[src/rtl/sfp_pkg.sv]
// Shared definitions for the accumulate + ReLU post-processing sequencer.
// Holds the state encoding, the default tile geometry and a width helper.
package sfp_pkg;

  typedef enum logic [2:0] {
    S_IDLE = 3'd0,
    S_CLR  = 3'd1,
    S_RD   = 3'd2,
    S_WAIT = 3'd3,
    S_WR   = 3'd4,
    S_DONE = 3'd5
  } state_e;

  localparam int KIJ_NUM_DEF = 9;
  localparam int O_NPIX_DEF  = 16;

  // Minimum 1 bit so single-entry counters still have a register.
  function automatic int clog2(input int v);
    int r;
    r = 1;
    while ((1 << r) < v) r++;
    return r;
  endfunction

endpackage

[src/rtl/lat_pipe.sv]
// 1-bit delay line of DEPTH registers with synchronous flush; aligns an
// enable with a fixed SRAM read latency.
module lat_pipe #(
  parameter int DEPTH = 1
) (
  input  logic clk,
  input  logic rst_ni,
  input  logic flush_i,
  input  logic d_i,
  output logic q_o
);

  logic [DEPTH-1:0] sr_q;
  logic [DEPTH-1:0] sr_d;

  always_comb begin
    sr_d = DEPTH'({sr_q, d_i});
    if (flush_i) sr_d = '0;
  end

  always_ff @(posedge clk or negedge rst_ni) begin
    if (!rst_ni) sr_q <= '0;
    else         sr_q <= sr_d;
  end

  assign q_o = sr_q[DEPTH-1];

endmodule

[src/rtl/sfp_seq_ctrl.sv]
// Per-pixel sequencer: clear accumulators, stream kij partial sums from psum
// SRAM, align acc_en to the read latency, then write the ReLU result.
module sfp_seq_ctrl
  import sfp_pkg::*;
#(
  parameter int KIJ_NUM = KIJ_NUM_DEF,
  parameter int O_NPIX  = O_NPIX_DEF,
  parameter int PSUM_AW = 11,
  parameter int OUT_AW  = 4,
  parameter int RD_LAT  = 1
) (
  input  logic               clk,
  input  logic               reset,
  input  logic               start,
  input  logic               abort,
  output logic               busy,
  output logic               done,
  output logic               psum_ren,
  output logic [PSUM_AW-1:0] psum_addr,
  output logic               acc_clr,
  output logic               acc_en,
  output logic               out_wen,
  output logic [OUT_AW-1:0]  out_addr
);

  localparam int KW = clog2(KIJ_NUM);
  localparam int PW = clog2(O_NPIX);
  localparam logic [KW-1:0]      KIJ_LAST  = KW'(KIJ_NUM - 1);
  localparam logic [PW-1:0]      PIX_LAST  = PW'(O_NPIX - 1);
  localparam logic               WAIT_LAST = 1'(RD_LAT - 1);
  localparam logic [PSUM_AW-1:0] STEP      = PSUM_AW'(O_NPIX);

  if (KIJ_NUM < 1 || KIJ_NUM > 16) begin : g_bad_kij
    $error("sfp_seq_ctrl: KIJ_NUM out of range 1..16");
  end
  if (O_NPIX < 1 || O_NPIX > 64) begin : g_bad_npix
    $error("sfp_seq_ctrl: O_NPIX out of range 1..64");
  end
  if (RD_LAT < 1 || RD_LAT > 2) begin : g_bad_lat
    $error("sfp_seq_ctrl: RD_LAT must be 1 or 2");
  end
  if (KIJ_NUM * O_NPIX > (1 << PSUM_AW)) begin : g_bad_aw
    $error("sfp_seq_ctrl: KIJ_NUM*O_NPIX exceeds psum address space");
  end

  state_e             state_q, state_d;
  logic [KW-1:0]      kij_q, kij_d;
  logic [PW-1:0]      opix_q, opix_d;
  logic [PSUM_AW-1:0] base_q, base_d;
  logic               wcnt_q, wcnt_d;
  logic               busy_q, busy_d, done_q, done_d;
  logic               ren_q, ren_d, clr_q, clr_d, wen_q, wen_d;
  logic [PSUM_AW-1:0] paddr_q, paddr_d;
  logic [OUT_AW-1:0]  oaddr_q, oaddr_d;

  // Outputs are computed for the cycle being entered and registered, so the
  // address for read k is base (k*O_NPIX, kept as a running sum) plus opix.
  always_comb begin
    state_d = state_q;
    kij_d   = kij_q;
    opix_d  = opix_q;
    base_d  = base_q;
    wcnt_d  = wcnt_q;
    clr_d   = 1'b0;
    ren_d   = 1'b0;
    paddr_d = '0;
    wen_d   = 1'b0;
    oaddr_d = '0;
    done_d  = 1'b0;
    if (abort) begin
      state_d = S_IDLE;
      kij_d   = '0;
      opix_d  = '0;
      base_d  = '0;
      wcnt_d  = 1'b0;
    end else begin
      case (state_q)
        S_IDLE: if (start) begin
          state_d = S_CLR;
          opix_d  = '0;
          clr_d   = 1'b1;
        end
        S_CLR: begin
          state_d = S_RD;
          kij_d   = '0;
          base_d  = '0;
          ren_d   = 1'b1;
          paddr_d = PSUM_AW'(opix_q);
        end
        S_RD: if (kij_q == KIJ_LAST) begin
          state_d = S_WAIT;
          wcnt_d  = 1'b0;
        end else begin
          kij_d   = kij_q + 1'b1;
          base_d  = base_q + STEP;
          ren_d   = 1'b1;
          paddr_d = base_q + STEP + PSUM_AW'(opix_q);
        end
        S_WAIT: if (wcnt_q == WAIT_LAST) begin
          state_d = S_WR;
          wen_d   = 1'b1;
          oaddr_d = OUT_AW'(opix_q);
        end else begin
          wcnt_d  = wcnt_q + 1'b1;
        end
        S_WR: if (opix_q == PIX_LAST) begin
          state_d = S_DONE;
          done_d  = 1'b1;
        end else begin
          state_d = S_CLR;
          opix_d  = opix_q + 1'b1;
          clr_d   = 1'b1;
        end
        S_DONE:  state_d = S_IDLE;
        default: state_d = S_IDLE;
      endcase
    end
    busy_d = !(state_d == S_IDLE || state_d == S_DONE);
  end

  always_ff @(posedge clk or negedge reset) begin
    if (!reset) begin
      state_q <= S_IDLE;
      kij_q   <= '0;
      opix_q  <= '0;
      base_q  <= '0;
      wcnt_q  <= 1'b0;
      busy_q  <= 1'b0;
      done_q  <= 1'b0;
      ren_q   <= 1'b0;
      paddr_q <= '0;
      clr_q   <= 1'b0;
      wen_q   <= 1'b0;
      oaddr_q <= '0;
    end else begin
      state_q <= state_d;
      kij_q   <= kij_d;
      opix_q  <= opix_d;
      base_q  <= base_d;
      wcnt_q  <= wcnt_d;
      busy_q  <= busy_d;
      done_q  <= done_d;
      ren_q   <= ren_d;
      paddr_q <= paddr_d;
      clr_q   <= clr_d;
      wen_q   <= wen_d;
      oaddr_q <= oaddr_d;
    end
  end

  lat_pipe #(.DEPTH(RD_LAT)) u_lat_pipe (
    .clk    (clk),
    .rst_ni (reset),
    .flush_i(abort),
    .d_i    (ren_q),
    .q_o    (acc_en)
  );

  assign busy      = busy_q;
  assign done      = done_q;
  assign psum_ren  = ren_q;
  assign psum_addr = paddr_q;
  assign acc_clr   = clr_q;
  assign out_wen   = wen_q;
  assign out_addr  = oaddr_q;

endmodule

[config.mk]
export PLATFORM = sky130hd
export DESIGN_NAME = sfp_seq_ctrl
export DESIGN_NICKNAME = d
export VERILOG_FILES = /design/src/rtl/sfp_pkg.sv /design/src/rtl/lat_pipe.sv /design/src/rtl/sfp_seq_ctrl.sv
export SDC_FILE = /design/constraint.sdc
export NUM_CORES = 1
export LEC_CHECK = 0
export BUFFER_PORTS_ARGS = -buffer_cell sky130_fd_sc_hd__buf_2
export CAP_MARGIN = 20
export CORE_ASPECT_RATIO = 0.6
export CORE_MARGIN = 1.5
export CORE_UTILIZATION = 56
export CTS_CLUSTER_DIAMETER = 150
export DETAILED_ROUTE_END_ITERATION = 10
export PLACE_DENSITY = 0.89
export RECOVER_POWER = 50
export SYNTH_ARGS = -nofsm -noshare
export SYNTH_HDL_FRONTEND = slang
export SYNTH_SLANG_ARGS = --single-unit
[constraint.sdc]
create_clock -name clk -period 2.22 [get_ports clk]
set_clock_uncertainty 0.1 [all_clocks]
set_input_delay 0.111 -clock clk [delete_from_list [all_inputs] [get_ports clk]]
set_output_delay 0.111 -clock clk [all_outputs]
set_load 0.05 [all_outputs]
==> impl_results.md <==
- Status: finished, final reports clean
- Unique cell type count in the Yosys netlist: 44
- Data required, critical path: 2.30 ns
- Hold WC Path Type: in2reg
- Post-synth top cells: 39 x dfrtp_1, 15 x nor2_1, 11 x nand2_1, 9 x inv_1, 9 x nand3_1
- Max FO, Critical Path: 11
- Flops & latches, synth: 39
- Detailed-route DRC error count: 0
- CTS root buf: clkbuf_8
- Top FF cell, synth: dfrtp_1
- Crit path time final: 1.86 ns
- Flop pwr share: 54.4%
- P per Cell Area: 666 mW/mm²
- Final non-filler cell total: 243
- Setup Slack @ Placement: 0.409 ns
- Drt first pass iters: 4
- Critical path launch point type: flop
- Syn Nets: 187
- Register area share after synthesis: 53.5%
- Initial drt markers: 169
- Net switching power: 317 µW
- # nets final: 210
- Clock Pin Slew Worst Setup and Hold Paths: 0.07 ns
- Die Y: 47.2 µm
- Antenna-violating nets left: 0
- FMAX: 0.538 GHz
- Routed WL: 3550 µm
- Final Slew Violations: 0
- N_diodes: 0
- Max cap viols: 0
- Slowest cell on crit path: dfrtp_1
- Total power: 1350 µW
- CTS tree: built
- PnR worst setup slack: 0.360 ns
- Vias in the first global route: 1249
- CP endpoint kind: flop
- Worst skew pair latency: 0.29 ns
- Die area: 0.00362 mm²
- Count leader, synth: dfrtp_1
- Yosys top cell by area: dfrtp_1
- Largest net degree at the start of global routing: 40
- IO Count: 25
- Clk buf depth: 2
- DP HPWL: 2620 µm
- H-tree Lvls: 2
- RSZ-0062 raised after global routing: false
- Routed wire per std cell: 14.6 µm
- Netlist Area Pre-Place: 0.00182 mm²
- Synth Warn #: 0
- Slew margin rel.: 39.3%
- Clock Power Share: 37.4%
- First-pass GRT wire length: 5740 µm
- Setup violations, final: 0
- Critical path's largest stage delay: 0.42 ns
- # fillers: 225
- Logic pwr share: 8.1%
- Drt via density: 5.56
- R2r setup slk: 0.36 ns
- Setup TNS Final: 0 ns
- Final Hold Fails: 0
- Port bufs: 24
- Area contributors post-synth: dfrtp_1 53%, ha_1 4.1%, xnor2_1 3.4%
- Final core occ: 68.0%
- Fin crit share: 83.8%
- CTS Sinks: 39
- Placed Cells incl. Taps: 234
- DIE WIDTH: 76.7 µm
- Final Wtd Congestion: 0.792
- Gr usage total: 22.0%
- Cell count after synthesis: 177
- Internal Power: 1030 µW
- Num rows: 15
- Crit path cell chain: inv_1 > ha_1 > nand3b_1 > a21oi_1 > o21ba_1 > o21ai_1 > o31ai_1
- EDFF count, synth: 0
- Post-synth top area share: 53.5%
- Syn_area_per_cell: 10.3 µm²
- Ys async rst share: 100%
- Total CTS buffers: 5
- Starting Density: 61.1%
- Arr. time, crit path: 1.94 ns
- Ratio of cells with drive above 1 in the final layout: 7.46%
- Core area: 0.00298 mm²
- Synth-to-Final Area Change: 11.2%
- GR Overflow Total: 0
- Net Sw Frac: 23.5%
- Leakage: 0.000938 µW
- Worst vdd ir: 330 µV
- Via count: 1351
- Initial antenna violation count: 0
- Setup Fix Bufs, Post-CTS: 0
- Worst slew pin tran: 0.910 ns
- Worst setup path class: reg2reg
[repair_timing]
action                    CTS  global route
gates resized for setup     0             0
hold buffers                1             0
hold endpoints to repair   39             0
[logic make-up (layout without fill, tap and decap cells)]
group                      count (synthesis)  count (layout)  share of synthesized area [%]
and+or+nand+nor                           71              71                           20.6
DFF                                       39              39                           53.5
AOI/OAI and AO/OA                         32              32                           12.0
buffers and inverters                     18              42                           4.73
xor gates and xnor gates                   9               9                           4.32
adders and majority gates                  6               6                           4.12
other                                      1               1                          0.206
muxes                                      1               1                          0.549
[stage by stage]
stage	area (µm²)	hold slack (ns)
5_1_grt	2030	0.0436
6_report	2030	0.0383
4_1_cts	2050	0.0269
3_5_place_dp	1940	0.148
2_1_floorplan	1820	-0.285
3_3_place_gp	1940	0.140
[power groups by stage]
| stage | registers [µW] | clock network (µW) | logic (µW) |
|---|---|---|---|
| 2_1_floorplan | 771 | 0 | 52.8 |
| 3_3_place_gp | 746 | 0 | 104 |
| 3_5_place_dp | 747 | 0 | 109 |
| 4_1_cts | 734 | 515 | 111 |
| 5_1_grt | 737 | 543 | 121 |
| 6_report | 735 | 505 | 110 |
[layout by cell type (no fill, tap or decap), types with 2 or more instances in the layout]
cell / instances
o31ai_1: 2
clkbuf_1: 22
a21o_1: 5
a21oi_1: 6
or3_1: 2
nand3b_1: 2
clkbuf_8: 7
nand2_1: 11
nand3_1: 9
ha_1: 6
o21ai_0: 5
and2_1: 6
nor2_1: 15
dfrtp_1: 39
nand2b_1: 3
and3_1: 2
nor2b_1: 5
or2_1: 2
o21ai_1: 4
xor2_1: 2
inv_1: 9
xnor2_1: 7
buf_2: 2
a22o_1: 2
nand4_1: 2
nor3_1: 5
[critical path: cells and delay by family, from the launching register on]
kind,cells,cell delay (ns)
buffers and inverters,1,0.08
AND/OR/NAND/NOR,1,0.14
adder cells (fa/ha/maj),1,0.14
flip-flops,1,0.42
AO/OA/AOI/OAI,4,0.86
[per-layer routing]
| metal | track usage [%] | vias to the layer above | routed length (µm) |
|---|---|---|---|
| met4 | 10.7 | 0 | 85 |
| li1 | - | 647 | - |
| met1 | 27.0 | 639 | 1560 |
| met2 | 37.9 | 51 | 1640 |
| met5 | 0 | - | 0 |
| met3 | 6.21 | 14 | 262 |
[path summary, 6_finish.rpt]
path | from | end | cells after the start
setup reg to reg | kij_q[0] | kij_q[3] | 7
hold / removal | abort | u_lat_pipe.q_o | 2
hold reg to reg | kij_q[2] | kij_q[2] | 1
max in group asynchronous | reset | psum_addr[9] | 2
min in group asynchronous | reset | acc_clr | 2
setup / recovery | kij_q[0] | kij_q[3] | 7
[registers in the layout, summed over array words and instances, names as in the netlist]
| name | count |
|---|---|
| out_wen | 1 |
| acc_clr | 1 |
| u_lat_pipe.q_o | 1 |
| opix_q | 4 |
| psum_ren | 1 |
| base_q | 7 |
| kij_q | 4 |
| state_q | 3 |
| out_addr | 4 |
| psum_addr | 11 |
| done | 1 |
| busy | 1 |
[cell type report]
| type | instances | area [µm²] | share of cell area, % |
|---|---|---|---|
| clock buffer | 8 | 100 | 4.94 |
| inverter | 9 | 33.8 | 1.67 |
| multi-input combinational | 120 | 762 | 37.6 |
| sequential | 39 | 976 | 48.1 |
| tap | 42 | 52.6 | 2.59 |
| timing repair buffer | 25 | 104 | 5.12 |
No activity file was read; power rests on OpenSTA's default activity.
